==> config.mk <==
export PLATFORM = sky130hd
export DESIGN_NAME = mem_arbiter
export DESIGN_NICKNAME = d
export VERILOG_FILES = /design/src/rtl/mem_arbiter_pkg.sv /design/src/rtl/mem_arbiter_rr_arbiter2.sv /design/src/rtl/mem_arbiter.sv
export SDC_FILE = /design/constraint.sdc
export NUM_CORES = 1
export LEC_CHECK = 0
export CORE_AREA = 2 2 369 371
export CTS_CLUSTER_DIAMETER = 80
export DETAILED_ROUTE_END_ITERATION = 16
export DIE_AREA = 0 0 371 373
export PLACE_DENSITY = 0.38
export SYNTH_ARGS = -nofsm -noshare
export SYNTH_HDL_FRONTEND = slang
export SYNTH_SLANG_ARGS = --single-unit
export TNS_END_PERCENT = 20
==> constraint.sdc <==
create_clock -name clk -period 2.4 [get_ports clk]
set_clock_uncertainty 0.2 [all_clocks]
set_input_delay 0.24 -clock clk [delete_from_list [all_inputs] [get_ports clk]]
set_output_delay 0.24 -clock clk [all_outputs]
set_load 0.03 [all_outputs]
==> src/rtl/mem_arbiter_pkg.sv <==
// Shared constants for the I/D cache memory arbiter: FSM encoding, port IDs,
// default line width and the round-robin pick rule.
package mem_arbiter_pkg;

    localparam int MEMORY_WIDTH = 128;

    localparam logic [1:0] ST_IDLE = 2'd0;
    localparam logic [1:0] ST_BUSY = 2'd1;
    localparam logic [1:0] ST_RESP = 2'd2;

    localparam logic PORT_I = 1'b0;
    localparam logic PORT_D = 1'b1;

    // On a tie the port that was not served last wins.
    function automatic logic rr_pick(input logic pend_i, input logic pend_d, input logic last);
        if (pend_i && pend_d) begin
            return ~last;
        end
        return pend_d ? PORT_D : PORT_I;
    endfunction

endpackage

==> src/rtl/mem_arbiter_rr_arbiter2.sv <==
// Two-way round-robin grant; remembers the last granted port so ties alternate.
module rr_arbiter2
    import mem_arbiter_pkg::*;
(
    input  logic       clk,
    input  logic       reset,
    input  logic [1:0] req_i,
    input  logic       update_i,
    output logic       gnt_o,
    output logic       valid_o
);

    logic last_q;

    assign gnt_o   = rr_pick(req_i[PORT_I], req_i[PORT_D], last_q);
    assign valid_o = |req_i;

    // Reset to D so the I side wins the very first tie.
    always_ff @(posedge clk) begin
        if (reset) begin
            last_q <= PORT_D;
        end else if (update_i && valid_o) begin
            last_q <= gnt_o;
        end
    end

endmodule

==> src/rtl/mem_arbiter.sv <==
// Shares one req/ack memory port between the I and D caches; one transaction
// at a time, write before read within a port, round-robin across ports.
module mem_arbiter
    import mem_arbiter_pkg::*;
#(
    parameter int    WIDTH = MEMORY_WIDTH,
    parameter string ALIAS = "memarb"
) (
    input  logic             clk,
    input  logic             reset,
    input  logic             i_write_req,
    input  logic [31:0]      i_write_addr,
    input  logic [WIDTH-1:0] i_write_data,
    output logic             i_write_ack,
    input  logic             i_read_req,
    input  logic [31:0]      i_read_addr,
    output logic [WIDTH-1:0] i_read_data,
    output logic             i_read_ack,
    input  logic             d_write_req,
    input  logic [31:0]      d_write_addr,
    input  logic [WIDTH-1:0] d_write_data,
    output logic             d_write_ack,
    input  logic             d_read_req,
    input  logic [31:0]      d_read_addr,
    output logic [WIDTH-1:0] d_read_data,
    output logic             d_read_ack,
    output logic             mem_req,
    output logic             mem_we,
    output logic [31:0]      mem_addr,
    output logic [WIDTH-1:0] mem_wdata,
    input  logic [WIDTH-1:0] mem_rdata,
    input  logic             mem_ack
);

    logic [1:0]       state_q, state_d;
    logic             port_q, port_d;
    logic             we_q, we_d;
    logic             req_q, req_d;
    logic [31:0]      addr_q, addr_d;
    logic [WIDTH-1:0] wdata_q, wdata_d;
    logic [WIDTH-1:0] i_rdata_q, i_rdata_d;
    logic [WIDTH-1:0] d_rdata_q, d_rdata_d;

    logic [1:0] pend;
    logic       gnt;
    logic       gnt_valid;
    logic       in_idle;
    logic       in_resp;

    assign pend[PORT_I] = i_write_req | i_read_req;
    assign pend[PORT_D] = d_write_req | d_read_req;
    assign in_idle      = (state_q == ST_IDLE);
    assign in_resp      = (state_q == ST_RESP);

    rr_arbiter2 u_rr (
        .clk      (clk),
        .reset    (reset),
        .req_i    (pend),
        .update_i (in_idle),
        .gnt_o    (gnt),
        .valid_o  (gnt_valid)
    );

    always_comb begin
        state_d   = state_q;
        port_d    = port_q;
        we_d      = we_q;
        req_d     = req_q;
        addr_d    = addr_q;
        wdata_d   = wdata_q;
        i_rdata_d = i_rdata_q;
        d_rdata_d = d_rdata_q;
        case (state_q)
            ST_IDLE: begin
                if (gnt_valid) begin
                    port_d  = gnt;
                    req_d   = 1'b1;
                    state_d = ST_BUSY;
                    if (gnt == PORT_D) begin
                        we_d    = d_write_req;
                        addr_d  = d_write_req ? d_write_addr : d_read_addr;
                        wdata_d = d_write_data;
                    end else begin
                        we_d    = i_write_req;
                        addr_d  = i_write_req ? i_write_addr : i_read_addr;
                        wdata_d = i_write_data;
                    end
                end
            end
            ST_BUSY: begin
                if (mem_ack) begin
                    req_d   = 1'b0;
                    state_d = ST_RESP;
                    if (!we_q) begin
                        if (port_q == PORT_D) d_rdata_d = mem_rdata;
                        else                  i_rdata_d = mem_rdata;
                    end
                end
            end
            default: state_d = ST_IDLE;
        endcase
    end

    // A reset mid-transaction just abandons it; a late mem_ack lands in IDLE.
    always_ff @(posedge clk) begin
        if (reset) begin
            state_q   <= ST_IDLE;
            port_q    <= PORT_I;
            we_q      <= 1'b0;
            req_q     <= 1'b0;
            addr_q    <= '0;
            wdata_q   <= '0;
            i_rdata_q <= '0;
            d_rdata_q <= '0;
        end else begin
            state_q   <= state_d;
            port_q    <= port_d;
            we_q      <= we_d;
            req_q     <= req_d;
            addr_q    <= addr_d;
            wdata_q   <= wdata_d;
            i_rdata_q <= i_rdata_d;
            d_rdata_q <= d_rdata_d;
        end
    end

    assign mem_req     = req_q;
    assign mem_we      = we_q;
    assign mem_addr    = addr_q;
    assign mem_wdata   = wdata_q;
    assign i_read_data = i_rdata_q;
    assign d_read_data = d_rdata_q;

    // RESP lasts exactly one cycle, so these are single-cycle pulses.
    assign i_write_ack = in_resp && (port_q == PORT_I) &&  we_q;
    assign i_read_ack  = in_resp && (port_q == PORT_I) && !we_q;
    assign d_write_ack = in_resp && (port_q == PORT_D) &&  we_q;
    assign d_read_ack  = in_resp && (port_q == PORT_D) && !we_q;

endmodule

* After elaboration in Yosys (flattened, before gate mapping) *
Cells that the tools add are included.

word-level totals
  bits in registers = 422
  input port bits = 519

cells by class
  equality and inequality tests = 4
  mux-type cells = 15
  bitwise operators = 5
  reduce and logical (&&, ||, !) cells = 17

operator list
  operator                                              number
  2-to-1 mux 128 bit                                    1
  2-to-1 mux 32 bit                                     3
  logical AND 1 bit                                     8
  AND reduction 4 bit                                   2
  2-to-1 mux 1 bit                                      7
  2-to-1 mux 2 bit                                      2
  inequality test 2 bit (second input constant)         2
  one-hot mux 2 bit (2 select lines)                    1
  AND reduction 2 bit                                   2
  NOT 1 bit                                             3
  AND reduction 3 bit                                   1
  equality test 2 x 1 -> 1 bit (second input constant)  1
  equality test 2 bit (second input constant)           1
  logical NOT 2 bit                                     1
  bitwise OR 1 bit                                      2
  one-hot mux 1 bit (2 select lines)                    1
  nonzero test 2 bit                                    1
  OR reduction 2 bit                                    1
  logical NOT 1 bit                                     1

* Longest topological paths before layout *
Gate-level depths: netlist (run 1).

  depth in word-level cells = 5
  depth in mapped cells = 8
  mapped depth without buffers = 4

* Cells and area by module *
Synthesis (run 1) repeated with hierarchy kept, for this count alone.

second synthesis, totals
  cell total of the unflattened synthesis = 1792
  area, all modules = 18474.0 sq um

modules (own cells, without submodules)
  module       instances  cells an instance  area an instance (sq um)  seq. area each (sq um)
  mem_arbiter  1          1786               18417.7                   8428.1
  rr_arbiter2  1          6                  56.3                      20.0

* Worst setup path before layout (run 1) *
No wires, ideal clock.

  kind = reg2out
  from = reg we_q (netlist: mem_we)
  to = out i_write_ack
  arrival = 1.587 ns
  data required time = 1.960 ns
  setup slack = 0.373 ns
  stages on the path, launching flop included = 2
  path buffers = 0
  cells stage by stage = dfxtp_1 nor4bb_1

between the ends
  cells in the longest elaborated chain, start to end = 1

RTL lines
  item                    RTL line            source
  start, declared         mem_arbiter.sv:37   logic we_q, we_d;
  start signal, assigned  mem_arbiter.sv:118  we_q <= we_d;
  logical AND 1 bit       mem_arbiter.sv:135  assign i_write_ack = in_resp && (port_q == PORT_I) && we_q;
  end, declared           mem_arbiter.sv:14   output logic i_write_ack,

No other way between the ends.

* Worst setup path in the final report (run 1) *
  from = reg d_rdata_q[28] (netlist: d_read_data[28])
  to = out d_read_data[28]

RTL lines
  item                    RTL line            source
  start, declared         mem_arbiter.sv:42   logic [WIDTH-1:0] d_rdata_q, d_rdata_d;
  start signal, assigned  mem_arbiter.sv:123  d_rdata_q <= d_rdata_d;
  end, declared           mem_arbiter.sv:25   output logic [WIDTH-1:0] d_read_data,

No word-level cell between the ends.

==> results of run 1 <==
-- stage by stage --
step	TNS [ns]	instance area (sq um)	std cells	setup slack, ns
CTS	0	31900	4812	0.0251
detailed placement	-59.58	28800	4586	-0.466
floorplan	0	17000	1930	0.373
finish	0	31900	4816	0.0689
global route	0	31900	4815	0.0130
global placement	-53.09	28800	4586	-0.413
-- worst paths after layout --
| path | cells after the start | endpoint | slack, ns |
|---|---|---|---|
| worst max-delay path | 1 | d_read_data[28] | 0.07 |
| worst min-delay path | 3 | i_read_data[87] | 0.05 |
| worst max register to register | 8 | d_read_data[11] | 0.28 |
| worst min register to register | 2 | d_read_data[59] | 0.25 |
-- logic make-up (layout without fill, tap and decap cells) --
group | after synthesis | after routing | synth area share (%)
mux | 224 | 224 | 13.5
other cells | 0 | 4 | 0
compound gates | 425 | 425 | 14.6
simple gates | 695 | 696 | 16.5
buf+inv | 164 | 1264 | 5.68
flops | 422 | 422 | 49.8
-- synth_stat cells (all sizes together) (2+ instances only) --
cell type and number:
nor2 131, o21ai 33, clkbuf 65, nand2b 2, or3b 2, nand3b 33, nand2 518, dfxtp 422
a211oi 128, buf 99, a21oi 262, nor3 2, nor4bb 2, mux2i 192, mux2 32
-- layer usage --
layer  wire (um)  track usage [%]  vias up  share of wire [%]
li1            -                -     8719                  -
met1       39200             15.6     8203                 39
met2       48900             24.1      627                 48
met3        9800             5.79      164                9.7
met4        2990             4.16       52                3.0
met5         387            0.392        -               0.38
-- timing repair --
| action | in CTS | in global routing |
|---|---|---|
| hold buffers | 120 | 0 |
| endpoints found under the setup margin | 153 | 1 |
| resized for setup | 1 | 1 |
| setup buffers | 3 | 0 |
| endpoints found under the hold margin | 258 | 0 |
| cloned | 1 | 0 |
| pin swaps | 1 | 0 |
-- layout make-up --
class,instances,share of cell area [%]
clock inverters,19,0.569
clock buffers,83,5.22
well taps,1781,6.99
flip-flops and latches,422,26.5
repair buffers,1162,36.9
multi-input cells,1345,23.8
diodes,4,0.0314
-- power breakdown --
part           switching (mW)  internal (mW)  total [mW]
combinational            2.90           2.48        5.37
clock                    3.46           5.00        8.46
sequential              0.312           7.49        7.81
total                    6.67           15.0        21.6
-- registers in the layout, indices dropped and copies added (netlist names), 2 cells and up --
register / cells
d_read_data: 128
i_read_data: 128
mem_wdata: 128
mem_addr: 32
state_q: 2
==> impl_metrics.ini, run 1 <==
[yosys]
synth_top_area_share_pct = 49.8
ys_seq_elements = 422
yosysWarnings = 0
async_flop_share_pct = 0
synth_cell_types = 33
syn_nets = 2449
seq_area_frac_synth_pct = 49.8
synth_largest_area_cell = dfxtp_1
synth_area_sq_mm = 0.0170
synth_edf_count = 0
synth_cells = 1930
synthFlopType = dfxtp_1
synthTopCellsByArea = dfxtp_1, nand2_1, mux2i_1, a21oi_1, a211oi_1
avgSynthCellArea_sq_um = 8.79

[detailed_routing]
via_count = 17800
wirelength_mm = 101
drc_errors = 0
vias_per_cell = 3.69
drt_iter0_markers = 816
wl_per_cell_um = 21.0
firstDrtPassIters = 5
drtAntennaViolNets = 0

[floorplanning]
ios = 941
die-area_sq_mm = 0.138
die_h_um = 373
start_util_pct = 12.6
core_region_area_sq_mm = 0.135
rows = 135
die_w_um = 371

[final_layout]
multi_input_area_sq_mm = 0.00759
synthToLayoutAreaGrowth_pct = 87.9
seq_area_sq_mm = 0.00845
final_cell_mix = clkdlybuf4s50_1, nand2_1, dfxtp_1
layout_commonest_cell = clkdlybuf4s50_1
post-route-util_pct = 23.7
drive_above_1_share_pct = 8.51
fin_nets = 3505
fillCellCount = 14800

[power]
p_leak_nw = 11.4
ir_drop_mv = 0.455
p_per_area_mw_per_mm2 = 679
power.total_mw = 21.6

[cts]
clk_pin_slew_worst_paths_ns = 0.06
numCtsBuffers = 55
htree_levels = 2
cts-root-buf = clkbuf_16
cts_tree = done
clk-insertion-delay-late_ns = 0.63
cts.sink_count = 422
clock_path_buffers = 3

[sta]
final-setup-viol-count = 0
relSlewSlack_pct = 51.8
hold_ws_ns = 0.0490
slew_viol_final = 0
hold_violations = 0
period_share_pct = 97.1
tightest_slew_ns = 0.721
min_period_ns = 2.33
rsz0062_at_grt = no
fmax_mhz = 429

[hold_path]
hp-start = mem_rdata[87]
hp-class = input port to register

[worst_setup_path]
arrival_ns = 1.89
cp.required_ns = 1.96
critPathLaunchType = register
critPathMaxStageDelay_ns = 0.92
endpoint_kind = primary output
crit_fanout = 2
slowest_stage = clkdlybuf4s50_1
rr_startpoint = state_q[1]
crit_start = d_read_data[28]
crit_type = register to primary output
cp_cell_sequence = clkdlybuf4s50_1
cp_top_family = buffers and inverters
crit_buf_inv = 1

[status]
status = completed

[global_routing]
overflow = 0
grt_pass1_wl_mm = 138
first_global_vias = 17900
grt_max_degree = 86
antenna_found_initial = 40
grt_usage_pct = 14.0

[placed_design]
hpwl_mm = 81.8
gp_congestion = 0.820
io_buffers = 940

[flow_run]
cap_violations = 0
Power figures use the tool's default switching activity.
==> run 2: changes to the inputs <==
Settings changed: CTS_CLUSTER_SIZE set to 40.
==> impl_metrics.ini, run 2 (synthesis results as in run 1) <==
[power]
p_per_area_mw_per_mm2 = 640
ir_drop_mv = 0.469
p_leak_nw = 11.0

[hold_path]
hp-class = input port to register
min_path_cells = 3
min_to = d_read_data[32]
hp-start = mem_rdata[32]

[placed_design]
hpwl_mm = 81.8
io_buffers = 940
placed_area_sq_mm = 0.0288
gp_congestion = 0.820

[global_routing]
grt_usage_pct = 14.0
grt_max_degree = 86
overflow = 0
antenna_found_initial = 41
grt_pass1_wl_mm = 138
first_global_vias = 17600

[sta]
hold_violations = 0
slew_viol_final = 0
fmax_mhz = 433
period_share_pct = 96.2
final-setup-viol-count = 0
tightest_slew_ns = 0.705
min_period_ns = 2.31
relSlewSlack_pct = 52.7
rsz0062_at_grt = no

[detailed_routing]
via_count = 17600
drtAntennaViolNets = 0
firstDrtPassIters = 5
drc_errors = 0
vias_per_cell = 3.70
wirelength_mm = 101
drt_iter0_markers = 811
wl_per_cell_um = 21.2

[cts]
clk-insertion-delay-late_ns = 0.61
cts.sink_count = 422
cts_tree = done
htree_levels = 2
clock_path_buffers = 3
cts-root-buf = clkbuf_16
clk_pin_slew_worst_paths_ns = 0.08
numCtsBuffers = 37

[final_layout]
synthToLayoutAreaGrowth_pct = 83.9
final_cell_mix = clkdlybuf4s50_1, nand2_1, dfxtp_1
drive_above_1_share_pct = 7.61
post-route-util_pct = 23.2
fin_nets = 3476
layout_commonest_cell = clkdlybuf4s50_1
final_area_sq_mm = 0.0312

[status]
status = completed

[worst_setup_path]
arrival_ns = 1.87
rrSetupSlack_ns = 0.27
critPathMaxStageDelay_ns = 0.92
crit_fanout = 2
crit_buf_inv = 1
crit_type = register to primary output
reg2reg_depth = 8
rr_startpoint = state_q[1]
cp_cell_sequence = clkdlybuf4s50_1
slowest_stage = clkdlybuf4s50_1
worst_r2r_endpoint = d_read_data[11]
cp.required_ns = 1.96
crit_start = d_read_data[28]
endpoint_kind = primary output
cp_top_family = buffers and inverters
critPathLaunchType = register

[floorplanning]
ios = 941
die-area_sq_mm = 0.138
rows = 135
die_w_um = 371
core_region_area_sq_mm = 0.135
die_h_um = 373
start_util_pct = 12.6

[flow_run]
cap_violations = 0
run 2: cell count changes in the layout (fill, tap and decap cells not counted), sizes merged:
cell | before | now
clkbuf | 83 | 46
dlygate4sd3 | 120 | 109
clkinv | 11 | 4
inv | 2 | 9
bufinv | 2 | 4
clkinvlp | 4 | 2
clkdlybuf4s50 | 919 | 920
diode | 4 | 3
dlymetal6s2s | 1 | 0
run 2: per-stage QoR:
| stage | total power, mW | hold slack (ns) | worst slack (ns) | std cells | setup TNS, ns |
|---|---|---|---|---|---|
| finish | 20.0 | 0.0540 | 0.0924 | 4767 | 0 |
| global route | 20.9 | 0.0321 | 0.0242 | 4767 | 0 |
| CTS | 20.4 | 0.00254 | 0.0444 | 4764 | 0 |
| detailed placement | 13.2 | 0.244 | -0.466 | 4586 | -59.58 |
| global placement | 13.2 | 0.241 | -0.413 | 4586 | -53.09 |
| floorplan | 10.3 | 0.176 | 0.373 | 1930 | 0 |
run 2: metal layers:
layer / vias to the layer above / global-route usage [%] / routed length (um)
met5: - / 0.392 / 391
met4: 52 / 4.05 / 2930
met3: 148 / 5.79 / 9690
met2: 612 / 24.0 / 48600
met1: 8170 / 15.6 / 39200
li1: 8635 / - / -
run 2: area by class of cell:
cell class,instances,area [sq um]
Clock inverter,19,290
Multi-Input combinational cell,1345,7590
Timing Repair Buffer,1151,11600
Tap cell,1781,2230
Fill cell,14800,103000
Clock buffer,46,1000
Sequential cell,422,8450
Antenna cell,3,7.51
run 2: power breakdown:
group / internal (mW) / switching (mW) / total, mW
sequential: 7.48 / 0.310 / 7.79
clock: 3.53 / 3.28 / 6.81
combinational: 2.46 / 2.89 / 5.36
run 2: timing repair:
item / in CTS / in global routing
hold buffers: 109 / 0
endpoints found under the setup margin: 153 / 0
setup buffers: 3 / 0
endpoints found under the hold margin: 231 / 0
gates resized for setup: 1 / 0
run 2: how the worst max path moves through the flow:
| stage | to | slack, ns | cells after the start |
|---|---|---|---|
| final | d_read_data[28] | 0.09 | 1 |
| after global routing | mem_addr[1] | 0.02 | 1 |
| after CTS | mem_we | 0.04 | 1 |
| after detailed placement | mem_wdata[70] | -0.47 | 6 |
| after global placement | mem_wdata[106] | -0.41 | 6 |
| after floorplan | i_write_ack | 0.37 | 1 |
run 2: worst min-delay path: cells and delay by family:
kind	cells	cell delay, ns
AO/OA/AOI/OAI	1	0.05
buffers and inverters	1	0.44
AND/OR/NAND/NOR	1	0.08
==> RTL edit (flow settings as in run 2) <==
Change the package constant `MEMORY_WIDTH` from 128 to 132.
--- a/src/rtl/mem_arbiter_pkg.sv
+++ b/src/rtl/mem_arbiter_pkg.sv
@@ -3,5 +3,5 @@
 package mem_arbiter_pkg;
 
-    localparam int MEMORY_WIDTH = 128;
+    localparam int MEMORY_WIDTH = 132;
 
     localparam logic [1:0] ST_IDLE = 2'd0;
Ports: changed (6 resized); port bits go from 941 to 965. The function was not compared with the original's and may differ.
==> RTL edit against run 2 <==
Final area rose by 4.4%. Global-route usage fell by 0.68 points. Power rose by 5.8%. Cell count rose by 2.6%. Clock power rose by 12%. Wire length fell by 4.7%. Sequential cell count rose by 12. Hold slack improved by 14 ps. Non-clock buffer count rose by 61. Maximum frequency fell by 2.0%. First-iteration DRC count fell by 1.7%. Sequential share of layout area fell by 0.41 points. Area after synthesis rose by 2.9%. Setup slack got worse by 48 ps. Largest cell class unchanged.
==> RTL edit: results (changes against run 2) <==
[outcome]
outcome = completed  ; unchanged

[global_routing]
met1_usage_pct = 15.5  ; was 15.6%
met2_usage_pct = 22.5  ; was 24.0%
grt_pass1_vias = 18522  ; was 17639
grt_pass1_wl_mm = 134  ; was 138 mm
antenna_found_initial = 6  ; was 41
track_usage_pct = 13.3  ; was 14.0%
met3_usage_pct = 4.85  ; was 5.79%
grt_max_degree = 76  ; was 86

[routing]
drt_iter0_markers = 797  ; was 811
firstDrtPassIters = 5  ; unchanged
avgViaCountPerCell = 3.67  ; was 3.70
routed-wl-met3_mm = 8.32  ; was 9.69 mm
route.met2.wl_mm = 45.8  ; was 48.6 mm
drt-met1-wl_mm = 39.2  ; about the same
routedWlPerCell_um = 19.6  ; was 21.2 um

[pwr]
p_leak_nw = 11.6  ; was 11.0 nW
ir_drop_mv = 0.421  ; was 0.469 mV

[critical_path]
crit_slowest_cell = clkdlybuf4s50_1  ; unchanged
timing.rr.start = u_rr.last_q  ; was state_q[1]
cp_max_fo = 24  ; was 2
rrSetupSlack_ps = 190  ; was 270 ps
max_stage_delay_ps = 670  ; was 920 ps
r2r_cells = 6  ; was 8

[place]
place_area_sq_um = 29800  ; was 28800 sq um
gp_congestion = 0.797  ; was 0.820
port_buffers = 964  ; was 940
hpwl_mm = 74.8  ; was 81.8 mm

[hold_path]
holdPathEnd = d_read_data[86]  ; was d_read_data[32]
min_from = mem_rdata[86]  ; was mem_rdata[32]
whs_path_depth = 3  ; unchanged

[clocking]
cts.path.max_buffers = 3  ; unchanged
cts_hold_buf = 124  ; was 109
clkLatencyLatePin_ps = 600
postCtsSetupBuffers = 0  ; was 3
cts_resized = 11  ; was 1
numCtsBuffers = 42  ; was 37

[synth]
ys_seq_area_share_pct = 49.8  ; about the same
synth_compound_area_share_pct = 15.2  ; was 14.6%
synth_nets = 2515  ; was 2449
yosys-top-cells-count = 534 x nand2_1, 434 x dfxtp_1, 270 x a21oi_1, 196 x mux2i_1, 136 x nor2_1  ; was 518 x nand2_1, 422 x dfxtp_1, 262 x a21oi_1, 192 x mux2i_1, 131 x nor2_1
synthTopCellsByArea = dfxtp_1 50%, nand2_1 11%, mux2i_1 11%  ; unchanged
synth.area.mux_share_pct = 13.3  ; was 13.5%
ys_types = 30  ; was 33

[cells_and_area]
nets = 3601  ; was 3476
layout-drive-gt1-share_pct = 8.83  ; was 7.61%
fillCellCount = 14746  ; was 14798

[sta]
worst_pin_slew_ps = 593  ; was 705 ps
hold-worst-slack_ps = 68.4  ; was 54.0 ps

==> RTL edit: metrics by stage <==
step           std cells  setup WS, ps  utilization, %  setup TNS, ps  total power [W]
2_1_floorplan       1984           208               -              0           0.0106
3_3_place_gp        4683          -205            22.1         -11890           0.0136
3_5_place_dp        4683          -202            22.1         -14640           0.0135
4_1_cts             4883          7.73            24.2              0           0.0216
5_1_grt             4886       0.00577            24.2              0           0.0221
6_report            4890          44.4            24.2              0           0.0211
==> RTL edit: area by class of cell <==
| type | count | share of cell area, % |
|---|---|---|
| Clock buffer | 47 | 3.47 |
| Clock inverter | 29 | 1.23 |
| Tap cell | 1781 | 6.84 |
| Antenna cell | 7 | 0.0538 |
| Timing Repair Buffer | 1212 | 37.5 |
| Multi-Input combinational cell | 1380 | 24.2 |
| Sequential cell | 434 | 26.7 |
==> RTL edit: where the power goes <==
group	internal (W)	switching, W	total (W)
registers	0.00769	0.000332	0.00802
logic	0.00261	0.00286	0.00547
clock network	0.00393	0.00369	0.00762
